`config.mk`:
```
export PLATFORM = sky130hd
export DESIGN_NAME = mem_stage
export DESIGN_NICKNAME = d
export VERILOG_FILES = /design/src/rtl/mem_stage.sv
export SDC_FILE = /design/constraint.sdc
export NUM_CORES = 1
export LEC_CHECK = 0
export BUFFER_PORTS_ARGS = -buffer_cell sky130_fd_sc_hd__buf_4
export CAP_MARGIN = 25
export CORE_MARGIN = 1.5
export CORE_UTILIZATION = 39
export DETAILED_ROUTE_END_ITERATION = 8
export GPL_TIMING_DRIVEN = 1
export HOLD_SLACK_MARGIN = 0.15
export PLACE_DENSITY_LB_ADDON = 0.3
export REMOVE_ABC_BUFFERS = 1
export SYNTH_ARGS = -nofsm -noshare
export SYNTH_HDL_FRONTEND = slang
export SYNTH_SLANG_ARGS = --single-unit
```
`constraint.sdc`:
```
create_clock -name clk -period 4.8 [get_ports clk]
set_input_delay 0 -clock clk [delete_from_list [all_inputs] [get_ports clk]]
set_output_delay 0 -clock clk [all_outputs]
set_load 0.005 [all_outputs]
```
`src/rtl/mem_stage.sv`:
```
// Memory-access stage: LD/ST become a req/ack transaction on the data-memory port,
// all other ops retire through a one-cycle register; holds the CMP flags.
module mem_stage #(
  parameter int TIMEOUT = 16
) (
  input  logic        clk,
  input  logic        rst_n,
  input  logic        valid_in,
  output logic        ready_out,
  input  logic [4:0]  opcode,
  input  logic [31:0] alu_out,
  input  logic [31:0] store_data,
  input  logic [4:0]  rd_in,
  input  logic [1:0]  flags_in,
  output logic        mem_req,
  output logic        mem_we,
  output logic [31:0] mem_addr,
  output logic [31:0] mem_wdata,
  input  logic [31:0] mem_rdata,
  input  logic        mem_ack,
  output logic        valid_out,
  output logic        wb_en,
  output logic [4:0]  rd_out,
  output logic [31:0] wb_data,
  output logic [1:0]  flags_out,
  output logic        err,
  output logic        o_dbg_state
);

  localparam logic [4:0] OP_ST  = 5'b11100;
  localparam logic [4:0] OP_LD  = 5'b11101;
  localparam logic [4:0] OP_CMP = 5'b10010;
  localparam logic [7:0] LP_LAST = 8'(TIMEOUT - 1);

  // Handshake: an op is transferred on a rising edge where valid_in & ready_out;
  // ready_out is high exactly while the FSM sits in IDLE.
  typedef enum logic {S_IDLE = 1'b0, S_ACCESS = 1'b1} state_t;

  state_t      r_state;
  state_t      w_state_nxt;
  logic [7:0]  r_cnt;
  logic        r_mem_req;
  logic        r_mem_we;
  logic [31:0] r_mem_addr;
  logic [31:0] r_mem_wdata;
  logic        r_valid_out;
  logic        r_wb_en;
  logic [4:0]  r_rd_out;
  logic [31:0] r_wb_data;
  logic [1:0]  r_flags;
  logic        r_err;

  logic        w_accept;
  logic        w_is_mem;
  logic        w_in_access;
  logic        w_ack_done;
  logic        w_timeout;

  function automatic logic f_wb_en(input logic [4:0] op);
    return ((op >= 5'd2)  && (op <= 5'd8))  ||
           ((op >= 5'd10) && (op <= 5'd14)) ||
           (op == 5'd16) || (op == 5'd17) || (op == 5'd30);
  endfunction

  assign w_accept    = valid_in && (r_state == S_IDLE);
  assign w_is_mem    = (opcode == OP_LD) || (opcode == OP_ST);
  assign w_in_access = (r_state == S_ACCESS);
  assign w_ack_done  = w_in_access && mem_ack;
  // An ack arriving in the last allowed cycle wins over the timeout.
  assign w_timeout   = w_in_access && !mem_ack && (r_cnt == LP_LAST);

  always_ff @(posedge clk or negedge rst_n) begin
    if (!rst_n) begin
      r_state <= S_IDLE;
    end else begin
      r_state <= w_state_nxt;
    end
  end

  always_comb begin
    w_state_nxt = r_state;
    case (r_state)
      S_IDLE: begin
        if (w_accept && w_is_mem) begin
          w_state_nxt = S_ACCESS;
        end
      end
      S_ACCESS: begin
        if (w_ack_done || w_timeout) begin
          w_state_nxt = S_IDLE;
        end
      end
      default: w_state_nxt = S_IDLE;
    endcase
  end

  always_ff @(posedge clk or negedge rst_n) begin
    if (!rst_n) begin
      r_cnt       <= 8'd0;
      r_mem_req   <= 1'b0;
      r_mem_we    <= 1'b0;
      r_mem_addr  <= 32'd0;
      r_mem_wdata <= 32'd0;
      r_valid_out <= 1'b0;
      r_wb_en     <= 1'b0;
      r_rd_out    <= 5'd0;
      r_wb_data   <= 32'd0;
      r_flags     <= 2'd0;
      r_err       <= 1'b0;
    end else begin
      r_valid_out <= 1'b0;
      r_wb_en     <= 1'b0;
      r_err       <= 1'b0;
      if (w_accept) begin
        r_rd_out <= rd_in;
        if (w_is_mem) begin
          r_mem_addr  <= alu_out;
          r_mem_wdata <= store_data;
          r_mem_we    <= (opcode == OP_ST);
          r_mem_req   <= 1'b1;
          r_cnt       <= 8'd0;
        end else begin
          r_valid_out <= 1'b1;
          r_wb_en     <= f_wb_en(opcode);
          r_wb_data   <= alu_out;
          if (opcode == OP_CMP) begin
            r_flags <= flags_in;
          end
        end
      end else if (w_ack_done) begin
        r_mem_req   <= 1'b0;
        r_valid_out <= 1'b1;
        r_wb_en     <= !r_mem_we;
        if (!r_mem_we) begin
          r_wb_data <= mem_rdata;
        end
      end else if (w_timeout) begin
        // Abort: retire without a register write and flag the error.
        r_mem_req   <= 1'b0;
        r_valid_out <= 1'b1;
        r_err       <= 1'b1;
      end else if (w_in_access) begin
        r_cnt <= r_cnt + 8'd1;
      end
    end
  end

  assign ready_out   = (r_state == S_IDLE);
  assign mem_req     = r_mem_req;
  assign mem_we      = r_mem_we;
  assign mem_addr    = r_mem_addr;
  assign mem_wdata   = r_mem_wdata;
  assign valid_out   = r_valid_out;
  assign wb_en       = r_wb_en;
  assign rd_out      = r_rd_out;
  assign wb_data     = r_wb_data;
  assign flags_out   = r_flags;
  assign err         = r_err;
  assign o_dbg_state = r_state;

  a_req_matches_state: assert property (@(posedge clk) disable iff (!rst_n)
    r_mem_req == (r_state == S_ACCESS));

  a_err_is_retire: assert property (@(posedge clk) disable iff (!rst_n)
    r_err |-> (r_valid_out && !r_wb_en));

endmodule

```
==> impl_results.md <==
* Sequential area share after synthesis at 58.37%
* CP bufs+invs at 1
* Slew HR at 37.27%
* Critical path's top delay family: simple AND/OR/NAND/NOR gates
* Clock-pin slew reported for the worst setup and hold paths after clock tree synthesis at 60 ps
* Detailed-route wire length at 15.09 mm
* Endpoint required time on the critical path at 5090 ps
* Count of cells along the worst register-to-register path at 4
* Clock tree from TritonCTS: built
* Final instance area at 0.008537 mm²
* Hold WS at 187.8 ps
* Period minus WS final at around 2500 ps
* Number of distinct library cell variants in the gate-level netlist after synthesis at 41
* Yosys Warn Count at 0
* Power per Cell Area at around 390 mW/mm²
* All-layer global routing usage at 23.07%
* Final hold violation count at 0
* Transition time of the tightest slew-check pin at ~940 ps
* Initial cell density of the core at 39.91%
* Number of violations reported at the end of detailed-routing iteration 0 at 123
* Maximum number of pins on one net before global-route repair at 62
* Pre-antenna DRT Iters at 4
* Share of post-route cells with drive strength above 1 at 54.99%
* Worst setup path category: reg2reg
* Switching share of power at 24.77%
* Run status: complete, no violations
* Number of nets still failing antenna checks after routing at 0
* Die footprint at 0.01355 mm²
* Gate power share at about a quarter
* Number of sinks handled by clock tree synthesis at 117
* RSZ-0062 raised after global routing: no
* Die extent in y at 116.4 µm
* Maximum single-stage delay on the critical path at 780 ps
* Area of the core at about 0.013 mm²
* Share of the clock period used by the worst path at 52.68%
* Clock latency reported for the late side of the worst-skew pair at 420 ps
* Routed length on met1 at 5.695 mm
* Ant. Diodes at 0
* Cell Rows at 41
* Total cell area at the placement stage at 0.006795 mm²
* H-tree level count at 4
* Total CTS buffers at 17
* Fraction of power consumed by sequential logic at 39.5%
* Post-layout power at 3.302 mW
* Routed WL per cell at between 15 and 20 µm
* Post-synthesis register bit count at 117
* Vias post-DR at 4219
* Cell at the slowest stage of the critical path: sky130_fd_sc_hd__or2_2
* First-pass GRT wire length at between 20 and 25 mm
* Final TNS setup at 0 ps
* Filler cell count at about 870
* Cell at the root of the clock tree: sky130_fd_sc_hd__clkbuf_16
* Count of pins on the block boundary at approximately 220
* Max Freq at 395.5 MHz
* Internal portion of total power at between 2 and 2.5 mW
* Routed length on met3 at roughly 940 µm
* Setup violation total in the final timing report at 0
* Post-synthesis average cell area at 14.58 µm²
* Clock power share at 36.6%
* Routability Congestion at 0.7526
* GRT overflow at 0
* Maximum vdd drop at a little under 0.3 mV
* Total length of routed met2 wires at 8.035 mm
* Area grow syn2layout at 70.19%
* Tightest Hold Check Type: in2async
* Biggest fanout along the worst timing path at 35
* Antenna violations before repair at 0
* P_leak at 4.075 nW
* Number of buffers inserted to repair setup after CTS at 0
* Arrival time reported for the critical path endpoint at roughly 2800 ps
* Post-Synthesis Cells at around 340
* Fin util at approximately two thirds
* Crit end category: register
* Final count of pins violating max slew at 0
* Critical Path Start Type: register
* Number of input and output port buffers inserted at 221
* Via count normalized by instance count at 4.827
* Multi-input logic area at 0.001944 mm²
* Net count, final at 802
* Overall die width at 116.4 µm
* Clock Path Buffers at 2
* Number of gates on the worst path with buffers counted at 4
* Net switching component of the power at 0.8180 mW
* Number of global-route vias before repair at 4553
* Worst clock skew at roughly 8.3 ps
* Sequential cell area at 0.002928 mm²
* Crit-path cells: nand2b_4 > or2_2 > o21ai_0 > dlygate4sd3_1
* Max-capacitance violation count at 0
* Final HPWL from detailed placement at 9.020 mm
* DRC violation count after routing at 0
* Highest routing layer actually used: met4
* Mapped cell area at about 0.005 mm²
[logic make-up (layout without fill, tap and decap cells)]
group	Yosys count	after routing	synth area share, %
buffers and inverters	22	380	3.018
flip-flops	117	117	58.37
adder cells (fa/ha/maj)	1	1	0.2494
AND/OR/NAND/NOR	46	46	5.288
AO/OA/AOI/OAI	24	24	3.018
multiplexers	134	134	30.06
[synth_stat cells]
cell | count | area, µm²
sky130_fd_sc_hd__buf_2 | 7 | 35.03
sky130_fd_sc_hd__mux2_1 | 1 | 11.26
sky130_fd_sc_hd__inv_1 | 5 | 18.77
sky130_fd_sc_hd__a31o_2 | 1 | 8.760
sky130_fd_sc_hd__nand2b_1 | 1 | 6.260
sky130_fd_sc_hd__o211a_1 | 1 | 10.01
sky130_fd_sc_hd__nor3_1 | 2 | 10.01
sky130_fd_sc_hd__o21bai_1 | 1 | 7.510
sky130_fd_sc_hd__mux2_2 | 128 | 1441
sky130_fd_sc_hd__or3_1 | 1 | 6.260
sky130_fd_sc_hd__a21boi_0 | 1 | 7.510
sky130_fd_sc_hd__mux2_4 | 1 | 15.01
sky130_fd_sc_hd__or2_1 | 1 | 6.260
sky130_fd_sc_hd__buf_6 | 7 | 78.83
sky130_fd_sc_hd__nand4b_2 | 1 | 15.01
sky130_fd_sc_hd__nand2_1 | 19 | 71.32
sky130_fd_sc_hd__nor2b_1 | 3 | 18.77
sky130_fd_sc_hd__a21oi_1 | 5 | 25.02
sky130_fd_sc_hd__o32ai_1 | 1 | 8.760
sky130_fd_sc_hd__dfrtp_1 | 117 | 2928
sky130_fd_sc_hd__o31ai_1 | 1 | 7.510
sky130_fd_sc_hd__clkbuf_1 | 1 | 3.750
sky130_fd_sc_hd__a21bo_1 | 1 | 10.01
sky130_fd_sc_hd__buf_4 | 2 | 15.01
sky130_fd_sc_hd__o21ai_0 | 9 | 45.04
sky130_fd_sc_hd__nand2b_4 | 1 | 13.76
sky130_fd_sc_hd__o41ai_1 | 1 | 8.760
sky130_fd_sc_hd__nand3_1 | 3 | 15.01
sky130_fd_sc_hd__or4_1 | 3 | 22.52
sky130_fd_sc_hd__nor2_1 | 1 | 3.750
sky130_fd_sc_hd__o21ai_1 | 1 | 5.000
sky130_fd_sc_hd__or4_4 | 1 | 11.26
sky130_fd_sc_hd__o211ai_1 | 1 | 7.510
sky130_fd_sc_hd__and3_1 | 2 | 12.51
sky130_fd_sc_hd__mux2i_1 | 4 | 40.04
sky130_fd_sc_hd__nor4_1 | 2 | 12.51
sky130_fd_sc_hd__nand4b_1 | 2 | 17.52
sky130_fd_sc_hd__nor2_2 | 1 | 6.260
sky130_fd_sc_hd__ha_1 | 1 | 12.51
sky130_fd_sc_hd__nand3b_1 | 1 | 7.510
sky130_fd_sc_hd__or3b_1 | 1 | 8.760
[cell type report]
class,instances,share of cell area [%]
flip-flops and latches,117,34.30
repair buffers,343,33.62
multi-input cells,205,22.78
clock buffers,29,6.097
well taps,172,2.521
clock inverters,3,0.4690
inverters,5,0.2198
[power groups by stage]
stage          Combinational [mW]  Clock, mW  Sequential, mW
4_1_cts                     0.785       1.22            1.30
6_report                    0.789       1.21            1.30
3_3_place_gp                0.682          0            1.30
3_5_place_dp                0.696          0            1.31
2_1_floorplan               0.234          0            1.31
5_1_grt                     0.851       1.27            1.33
[worst reg2reg max path: cells and delay by family (launching register included)]
family	cells	cell delay, ps
flip-flops	1	550
AND/OR/NAND/NOR	2	1100
AO/OA/AOI/OAI	1	160
buffers and inverters	1	600
[placed cells by master (no fill, tap or decap), types with 3 or more instances in the layout]
master | Yosys | layout
sky130_fd_sc_hd__nand3_1 | 3 | 3
sky130_fd_sc_hd__mux2_2 | 128 | 128
sky130_fd_sc_hd__nand2_1 | 19 | 19
sky130_fd_sc_hd__buf_4 | 2 | 225
sky130_fd_sc_hd__o21ai_0 | 9 | 9
sky130_fd_sc_hd__or4_1 | 3 | 3
sky130_fd_sc_hd__dlygate4sd3_1 | 0 | 118
sky130_fd_sc_hd__mux2i_1 | 4 | 4
sky130_fd_sc_hd__clkbuf_8 | 0 | 5
sky130_fd_sc_hd__a21oi_1 | 5 | 5
sky130_fd_sc_hd__clkbuf_16 | 0 | 17
sky130_fd_sc_hd__clkbuf_1 | 1 | 7
sky130_fd_sc_hd__dfrtp_1 | 117 | 117
sky130_fd_sc_hd__inv_1 | 5 | 5
[registers in the layout, summed over array words and instances, names as in the netlist]
signal,count
r_cnt,8
mem_req,1
err,1
o_dbg_state,1
mem_addr,32
mem_wdata,32
wb_data,32
flags_out,2
mem_we,1
rd_out,5
valid_out,1
wb_en,1
[path summary, 6_finish.rpt]
check                             from            end  slack [ps]
max                        o_dbg_state         mem_we        2270
min                              rst_n  mem_wdata[20]         190
max reg2reg                o_dbg_state         mem_we        2270
min reg2reg                wb_data[29]    wb_data[29]         490
max in group asynchronous        rst_n   mem_addr[23]        3300
min in group clk             opcode[3]       r_cnt[7]         200
[per-layer routing]
layer	GRT usage, %	vias up
met3	7.525	36
met2	40.08	166
met4	12.11	0
li1	-	1930
met1	25.18	2087
met5	0	-
[what timing repair did]
item,4_1_cts,5_1_grt
endpoints found under the hold margin,173,0
resized for setup,0,0
hold buffers,118,0
[per-stage QoR]
| step | instances | setup WS (ps) |
|---|---|---|
| detailed placement | 724 | 2314 |
| floorplan | 327 | 1371 |
| global route | 874 | 2109 |
| CTS | 874 | 2271 |
| finish | 874 | 2272 |
| global placement | 724 | 2417 |
(Power assumes the default switching activity.)
